## src/rtl/uart_fifo_pkg.sv

```systemverilog
// Shared sizing helpers and types for the UART FIFO controller and its storage.
package uart_fifo_pkg;

    localparam int unsigned DEF_ADDR_W = 4;
    localparam int unsigned DEF_DATA_W = 8;

    function automatic int unsigned fifo_depth(input int unsigned addr_w);
        return 1 << addr_w;
    endfunction

    // Pointers carry one extra wrap bit so full and empty stay distinguishable.
    function automatic int unsigned ptr_width(input int unsigned addr_w);
        return addr_w + 1;
    endfunction

    typedef struct packed {
        logic ovf;
        logic udf;
    } err_flags_t;

endpackage

```

## src/rtl/uart_fifo_mem.sv

```systemverilog
// DEPTH x DATA_W register-file store: one synchronous write port, one asynchronous read port.
module uart_fifo_mem
    import uart_fifo_pkg::*;
#(
    parameter int unsigned ADDR_W = DEF_ADDR_W,
    parameter int unsigned DATA_W = DEF_DATA_W
) (
    input  logic              clk,
    input  logic              we,
    input  logic [ADDR_W-1:0] waddr,
    input  logic [DATA_W-1:0] wdata,
    input  logic [ADDR_W-1:0] raddr,
    output logic [DATA_W-1:0] rdata
);

    localparam int unsigned DEPTH = fifo_depth(ADDR_W);

    logic [DATA_W-1:0] mem_q [DEPTH];

    // NOTE: storage has no reset; the pointers alone decide which entries are valid.
    always_ff @(posedge clk) begin
        if (we) begin
            mem_q[waddr] <= wdata;
        end
    end

    assign rdata = mem_q[raddr];

endmodule

```

## src/rtl/uart_fifo_ctrl.sv

```systemverilog
// First-word-fall-through FIFO controller: pointers, occupancy, threshold and sticky error flags.
module uart_fifo_ctrl
    import uart_fifo_pkg::*;
#(
    parameter int unsigned ADDR_W = DEF_ADDR_W,
    parameter int unsigned DATA_W = DEF_DATA_W
) (
    input  logic              clk,
    input  logic              rstnn,
    input  logic              flush,
    input  logic              push_valid,
    input  logic [DATA_W-1:0] push_data,
    output logic              push_ready,
    output logic              pop_valid,
    output logic [DATA_W-1:0] pop_data,
    input  logic              pop_ready,
    output logic [ADDR_W:0]   level,
    input  logic [ADDR_W:0]   threshold,
    output logic              above_threshold,
    output logic              overflow,
    output logic              underflow,
    input  logic              clear_err
);

    localparam int unsigned      PTR_W   = ptr_width(ADDR_W);
    localparam logic [PTR_W-1:0] PTR_ONE = PTR_W'(1);

    logic [PTR_W-1:0] wptr_q, wptr_d;
    logic [PTR_W-1:0] rptr_q, rptr_d;
    logic [PTR_W-1:0] level_q, level_d;
    logic             above_q, above_d;
    err_flags_t       err_q, err_d;

    logic empty, full;
    logic push_acc, pop_acc;

    assign empty = (wptr_q == rptr_q);
    assign full  = (wptr_q[ADDR_W-1:0] == rptr_q[ADDR_W-1:0]) &&
                   (wptr_q[ADDR_W] != rptr_q[ADDR_W]);

    // Acceptance looks only at start-of-cycle state, so a full FIFO cannot take a push
    // even while it is being popped, and an empty one cannot pass a push straight through.
    assign push_acc = push_valid && !full && !flush;
    assign pop_acc  = pop_ready && !empty && !flush;

    // NOTE: every always_comb output gets a default first so no latch can be inferred.
    always_comb begin
        wptr_d  = wptr_q;
        rptr_d  = rptr_q;
        level_d = level_q;
        above_d = (level_q >= threshold);
        err_d   = err_q;

        if (flush) begin
            wptr_d  = '0;
            rptr_d  = '0;
            level_d = '0;
        end else begin
            if (push_acc) wptr_d = wptr_q + PTR_ONE;
            if (pop_acc)  rptr_d = rptr_q + PTR_ONE;
            unique case ({push_acc, pop_acc})
                2'b10:   level_d = level_q + PTR_ONE;
                2'b01:   level_d = level_q - PTR_ONE;
                default: level_d = level_q;
            endcase
        end

        if (clear_err) begin
            err_d = '0;
        end
        // A rejected request in the same cycle as clear_err still leaves its flag set.
        if (!flush && push_valid && full) err_d.ovf = 1'b1;
        if (!flush && pop_ready && empty) err_d.udf = 1'b1;
    end

    // NOTE: sequential state uses non-blocking assignments only.
    always_ff @(posedge clk or negedge rstnn) begin
        if (!rstnn) begin
            wptr_q  <= '0;
            rptr_q  <= '0;
            level_q <= '0;
            above_q <= 1'b0;
            err_q   <= '0;
        end else begin
            wptr_q  <= wptr_d;
            rptr_q  <= rptr_d;
            level_q <= level_d;
            above_q <= above_d;
            err_q   <= err_d;
        end
    end

    uart_fifo_mem #(
        .ADDR_W (ADDR_W),
        .DATA_W (DATA_W)
    ) u_mem (
        .clk   (clk),
        .we    (push_acc),
        .waddr (wptr_q[ADDR_W-1:0]),
        .wdata (push_data),
        .raddr (rptr_q[ADDR_W-1:0]),
        .rdata (pop_data)
    );

    assign push_ready      = !full;
    assign pop_valid       = !empty;
    assign level           = level_q;
    assign above_threshold = above_q;
    assign overflow        = err_q.ovf;
    assign underflow       = err_q.udf;

endmodule

```

## config.mk

```make
export PLATFORM = sky130hd
export DESIGN_NAME = uart_fifo_ctrl
export DESIGN_NICKNAME = d
export VERILOG_FILES = /design/src/rtl/uart_fifo_pkg.sv /design/src/rtl/uart_fifo_mem.sv /design/src/rtl/uart_fifo_ctrl.sv
export SDC_FILE = /design/constraint.sdc
export NUM_CORES = 1
export LEC_CHECK = 0
export BUFFER_PORTS_ARGS = -buffer_cell sky130_fd_sc_hd__clkbuf_2
export CAP_MARGIN = 30
export CORE_AREA = 2 2 104 106
export CTS_CLUSTER_DIAMETER = 60
export DETAILED_ROUTE_END_ITERATION = 8
export DIE_AREA = 0 0 106 108
export PLACE_DENSITY = 0.82
export SLEW_MARGIN = 20
export SYNTH_ARGS = -nofsm -noshare
export SYNTH_HDL_FRONTEND = slang
export SYNTH_SLANG_ARGS = --single-unit
```

## constraint.sdc

```tcl
create_clock -name clk -period 8.15 [get_ports clk]
set_clock_uncertainty 0.05 [all_clocks]
set_input_delay 1.63 -clock clk [delete_from_list [all_inputs] [get_ports clk]]
set_output_delay 1.63 -clock clk [all_outputs]
set_load 0.05 [all_outputs]
```

# After elaboration in Yosys (flattened, before gate mapping)
# Memories as Yosys holds them, arrays and structs flattened.
# Index checks and enable logic that the tools add are counted.
classes:
  addsub: 4
  n_lt_le_gt_ge: 1
  eq_ne: 5
  muxes: 11
  n_reduce_logical: 17
op_table:
  columns: ["op", "n"]
  rows:
  - ["$mux W5", 5]
  - ["$add A5 B1 Y5 const B", 3]
  - ["$pmux W5 S2", 1]
  - ["$logic_and A1 B1 Y1", 9]
  - ["$reduce_bool A2 Y1", 4]
  - ["$eq A5 B5 Y1", 1]
  - ["$ge A5 B5 Y1", 1]
  - ["$sub A5 B1 Y5 const B", 1]
  - ["$eq A4 B4 Y1", 1]
  - ["$mux W1", 4]
  - ["$logic_not A1 Y1", 3]
  - ["$reduce_bool A3 Y1", 1]
  - ["$eq A2 B1 Y1 const B", 1]
  - ["$eq A2 B2 Y1 const B", 1]
  - ["$mux W2", 1]
  - ["$ne A1 B1 Y1", 1]
totals:
  ff_bits: 18
  ramBits: 128
  inputBits: 19
  output_inout_bits: 18
  word_cells: 45
  mem_count: 1
mem_list:
  columns: ["memory", "words", "width", "rd", "rd_ports_with_merged_regs", "wr", "line_no", "source"]
  rows:
  - ["u_mem.mem_q", 16, 8, 1, 0, 1, "uart_fifo_mem.sv:18", "logic [DATA_W-1:0] mem_q [DEPTH];"]

# Depth between registers and ports, before layout
depth:
  depth_word: 8
  depth_mapped: 13
  mapped_depth_nobuf: 11

# Hierarchy
# From an unflattened synthesis, not the netlist that was laid out.
hier_totals:
  cells_unflattened: 350
  area_unflattened_um2: 6208.5
by_module_without_submodules:
  columns: ["mod", "instances", "cells_per_inst", "area_each_um2", "seq_area_each_um2"]
  rows:
  - ["uart_fifo_mem", 1, 221, 4987.3, 3843.7]
  - ["uart_fifo_ctrl", 1, 129, 1221.2, 450.4]

# Least setup slack after synthesis
# No wires, ideal clock.
synth_timing:
  path_kind: "reg-to-output"
  start: "register rptr_q[0]"
  end: "output port pop_data[4]"
  arrival_ps: 1965
  required_ps: 6470
  slack_ps: 4505
  path_stages_with_launch: 7
  path_buffers: 3
  path_cell_list: "dfrtp_1 -> buf_6 -> buf_12 -> buf_6 -> mux4_1 -> mux2i_1 -> a21oi_1"
synth_between:
  elab_chain_len: 1
synth_rtl:
  columns: ["item", "line_no", "source"]
  rows:
  - ["from (decl)", "uart_fifo_ctrl.sv:29", "logic [PTR_W-1:0] rptr_q, rptr_d;"]
  - ["from (signal assigned)", "uart_fifo_ctrl.sv:86", "rptr_q <= rptr_d;"]
  - ["$mem_v2 Z16 W8", null, null]
  - ["to (decl)", "uart_fifo_ctrl.sv:15", "output logic [DATA_W-1:0] pop_data,"]
# Every way passes these cells.

# Final worst setup path
# Same ends and word-level chain as after synthesis.

==> flow_summary_export.csv <==
group,metric,value,unit
status,outcome,"completed",
logic_synthesis,ys_seq_area_share,65.8,%
global_route,global_route_wire_length_before_repair,20100,um
layout,areaGrowthSynthToFinish,12.6,%
pwr,leakagePower,2.59,nW
routing,totalWireLength,12800,um
critical_path,worstPathMaxFanout,24,
placed_design,buffer_ports.inserted,36,
routing,first_pass_iters,5,
floorplanning,die-height,108,um
critical_path,crit_required,6470,ps
logic_synthesis,combinational_family_with_the_most_area_after_synthesis,"multiplexers",
logic_synthesis,synth-async-reset-ratio,12.3,%
floorplanning,start_util,63.8,%
floorplanning,io_pins,37,
pwr,total_power,1.94,mW
clocking,clkLatencyLatePin,520,ps
min_path,min-delay-path-class,"reg -> reg",
layout,layout-drive-gt1-share,24.3,%
pwr,power.net_switching,0.524,mW
clocking,cts-buffers-inserted,17,
clocking,post_cts_resize_count,0,
logic_synthesis,synth_enable_flop_cells,128,
clocking,cts_hold_repair.buffers,0,
logic_synthesis,ys.warnings.count,0,
sta,slew-limit-headroom,36.2,%
logic_synthesis,synthTopCellsByArea,"sky130_fd_sc_hd__edfxtp_1 59%, sky130_fd_sc_hd__mux4_1 7.2%, sky130_fd_sc_hd__dfrtp_1 6.9%",
routing,remaining_drcs,0,
clocking,tritoncts_clock_tree,"yes",
logic_synthesis,synth_xor_area_share,2.84,%
layout,final_nets,448,
sta,timing.fmax,217,MHz
critical_path,cp_top_family,"flip-flops",
clocking,clk_pin_slew,60,ps
routing,routed-via-count,3487,
sta,rsz0062_at_grt,"no",
placed_design,dpl_worst_slack,4120,ps
logic_synthesis,post-synth-top-area-fraction,58.9,%
pwr,power_frac_comb,16.3,%
logic_synthesis,synth_nets,405,
pwr,power.switching_fraction,27.0,%
pwr,power_density,265,nW/um2
global_route,overflow,0,
logic_synthesis,postSynthRegisterBits,146,
routing,drtIter0Drc,238,
floorplanning,placeableCoreArea,10200,um2
critical_path,worstPathArrival,2920,ps
logic_synthesis,leading_area_contributor_after_synthesis,"sky130_fd_sc_hd__edfxtp_1",
global_route,grt_pass1_vias,3562,
sta,finalCriticalPeriod,4600,ps
global_route,grt_antenna_before_repair,0,
pwr,clock_power_share,40.1,%
floorplanning,die_outline_area,11400,um2
routing,antenna_violating_nets_post_route,0,
global_route,grt_max_degree,37,
critical_path,worst_path_largest_cell_delay,650,ps
pwr,vdd_ir_drop_max,193,uV
sta,total_neg_setup_slack,0,ps
sta,period_share,56.4,%
critical_path,endpoint_kind,"output port",
logic_synthesis,postSynthCellCount,372,
critical_path,wp_buf_inv,2,
critical_path,cpMaxStageDelayCell,"sky130_fd_sc_hd__dfrtp_2",
pwr,internal_power,1.42,mW
clocking,post-cts-setup-buffer-count,0,
logic_synthesis,synth_compound_gate_area_share,4.81,%
logic_synthesis,post_synth_instance_area,6530,um2
clocking,htreeDepth,4,
layout,antenna_cell_count,0,
floorplanning,die_width,106,um
sta,timing_worst_slew_pin_value,954,ps
logic_synthesis,post_synth_fa_ha_maj_area_fraction,2.80,%
sta,finalSetupViolations,0,
critical_path,path_cells,"buf_12 > mux4_1 > nor2b_1 > a211oi_1 > a21oi_1 > clkbuf_2",
routing,post_drt_via_cell_ratio,6.18,
job,maxCapViolCount,0,
global_route,grt_usage,24.6,%
logic_synthesis,mux_cell_area_share_after_synthesis,13.9,%
logic_synthesis,ys.flop_type,"sky130_fd_sc_hd__edfxtp_1",
logic_synthesis,synth_cell_type_count,51,
pwr,sequential_fraction_of_design_power,43.6,%
sta,final-max-slew-violation-count,0,
critical_path,crit_path_start_kind,"register",
placed_design,dp.final_hpwl,8130,um
logic_synthesis,syn_area_per_cell,17.5,um2
routing,wl_per_cell,22.8,um
clocking,clk_path_buf_depth,2,
clocking,clock-sinks,146,
logic_synthesis,synthSimpleGateAreaFrac,5.75,%
floorplanning,rows,37,
placed_design,gpl.final_weighted_congestion,0.788,
sta,fin_ws,3550,ps
critical_path,timing_worst_setup_path_type,"reg -> out",
sta,hold_vio_cnt_final,0,
clocking,cts_root_buffer,"sky130_fd_sc_hd__clkbuf_8",
final timing paths:
kind                            from  cells past startpoint           to  slack (ps)
setup / recovery           rptr_q[0]                      6  pop_data[4]        3550
hold / removal              overflow                      2     overflow         480
setup reg to reg           rptr_q[3]                     10     level[4]        4660
hold reg to reg             overflow                      2     overflow         480
max in group asynchronous      rstnn                      1    rptr_q[0]        6700
min in group asynchronous      rstnn                      1     level[3]        1000
power groups by stage:
stage	Combinational, mW	Clock (mW)	Sequential (mW)
floorplan	0.241	0	0.874
global placement	0.283	0	0.878
detailed placement	0.314	0	0.863
CTS	0.319	0.787	0.848
global route	0.339	0.814	0.850
finish	0.318	0.778	0.847
metal layers:
metal	track usage (%)	wire [um]
met2	41.3	6890
met1	31.6	4930
met5	0	0
met4	10.3	231
met3	5.73	778
sequential cells by signal (all words and copies together) (netlist names):
signal,cells
underflow,1
above_threshold,1
wptr_q,5
overflow,1
u_mem.mem_q,128
level,5
rptr_q,5
cells in the mapped netlist, types with 6 or more instances:
library cell and n:
sky130_fd_sc_hd__inv_1 18, sky130_fd_sc_hd__buf_6 6, sky130_fd_sc_hd__and2_1 8, sky130_fd_sc_hd__mux2i_1 11, sky130_fd_sc_hd__ha_1 13, sky130_fd_sc_hd__nor2_1 16
sky130_fd_sc_hd__nor2b_1 8, sky130_fd_sc_hd__mux4_2 14, sky130_fd_sc_hd__a21oi_1 19, sky130_fd_sc_hd__edfxtp_1 128, sky130_fd_sc_hd__mux4_1 18, sky130_fd_sc_hd__xnor2_1 7
sky130_fd_sc_hd__dfrtp_1 18, sky130_fd_sc_hd__nand2_1 9, sky130_fd_sc_hd__a211oi_1 7
tightest hold or removal path: stages (launching register included):
cell	delay, ps
sky130_fd_sc_hd__dfrtp_1	370
sky130_fd_sc_hd__inv_1	50
sky130_fd_sc_hd__o22ai_1	60
cell families after synthesis:
logic type                 after synthesis
DFF                                    146
and+or+nand+nor                         66
AOI/OAI and AO/OA                       48
muxes                                   44
buffers and inverters                   38
xor gates and xnor gates                16
adders and majority gates               14
metrics by stage:
step           util (%)  hold WS, ps  instance area (um2)  instances
4_1_cts            71.8          480                 7350        564
5_1_grt            71.8          517                 7350        564
6_report           71.8          479                 7350        564
3_5_place_dp       66.0          470                 6750        532
2_1_floorplan         -          547                 6530        372
3_3_place_gp       65.8          467                 6730        531
layout make-up:
cell class	count	area [um2]
tap	136	170
timing repair buffer	43	245
sequential	146	4300
fill	604	2890
clock inverter	15	183
inverter	19	71.3
multi-input combinational	188	1970
clock buffer	17	414
placed cells by master (no fill, tap or decap), types with 4 or more instances in the layout:
cell	Yosys	layout
sky130_fd_sc_hd__and2_1	8	8
sky130_fd_sc_hd__clkbuf_16	0	16
sky130_fd_sc_hd__mux4_2	14	14
sky130_fd_sc_hd__nand2_1	9	9
sky130_fd_sc_hd__buf_4	2	6
sky130_fd_sc_hd__xnor2_2	5	5
sky130_fd_sc_hd__clkbuf_2	1	36
sky130_fd_sc_hd__a211oi_1	7	7
sky130_fd_sc_hd__inv_1	18	18
sky130_fd_sc_hd__a21o_1	5	5
sky130_fd_sc_hd__nor2_1	16	16
sky130_fd_sc_hd__nand3_1	5	5
sky130_fd_sc_hd__nor2b_1	8	8
sky130_fd_sc_hd__xnor2_1	7	7
sky130_fd_sc_hd__a21oi_1	19	19
sky130_fd_sc_hd__ha_1	13	13
sky130_fd_sc_hd__o21ai_0	5	5
sky130_fd_sc_hd__nand4_1	5	5
sky130_fd_sc_hd__edfxtp_1	128	128
sky130_fd_sc_hd__dfrtp_1	18	17
sky130_fd_sc_hd__nor4_1	4	4
sky130_fd_sc_hd__mux4_1	18	18
sky130_fd_sc_hd__mux2i_1	11	11
Note: power is estimated with default switching activity, not from simulation.
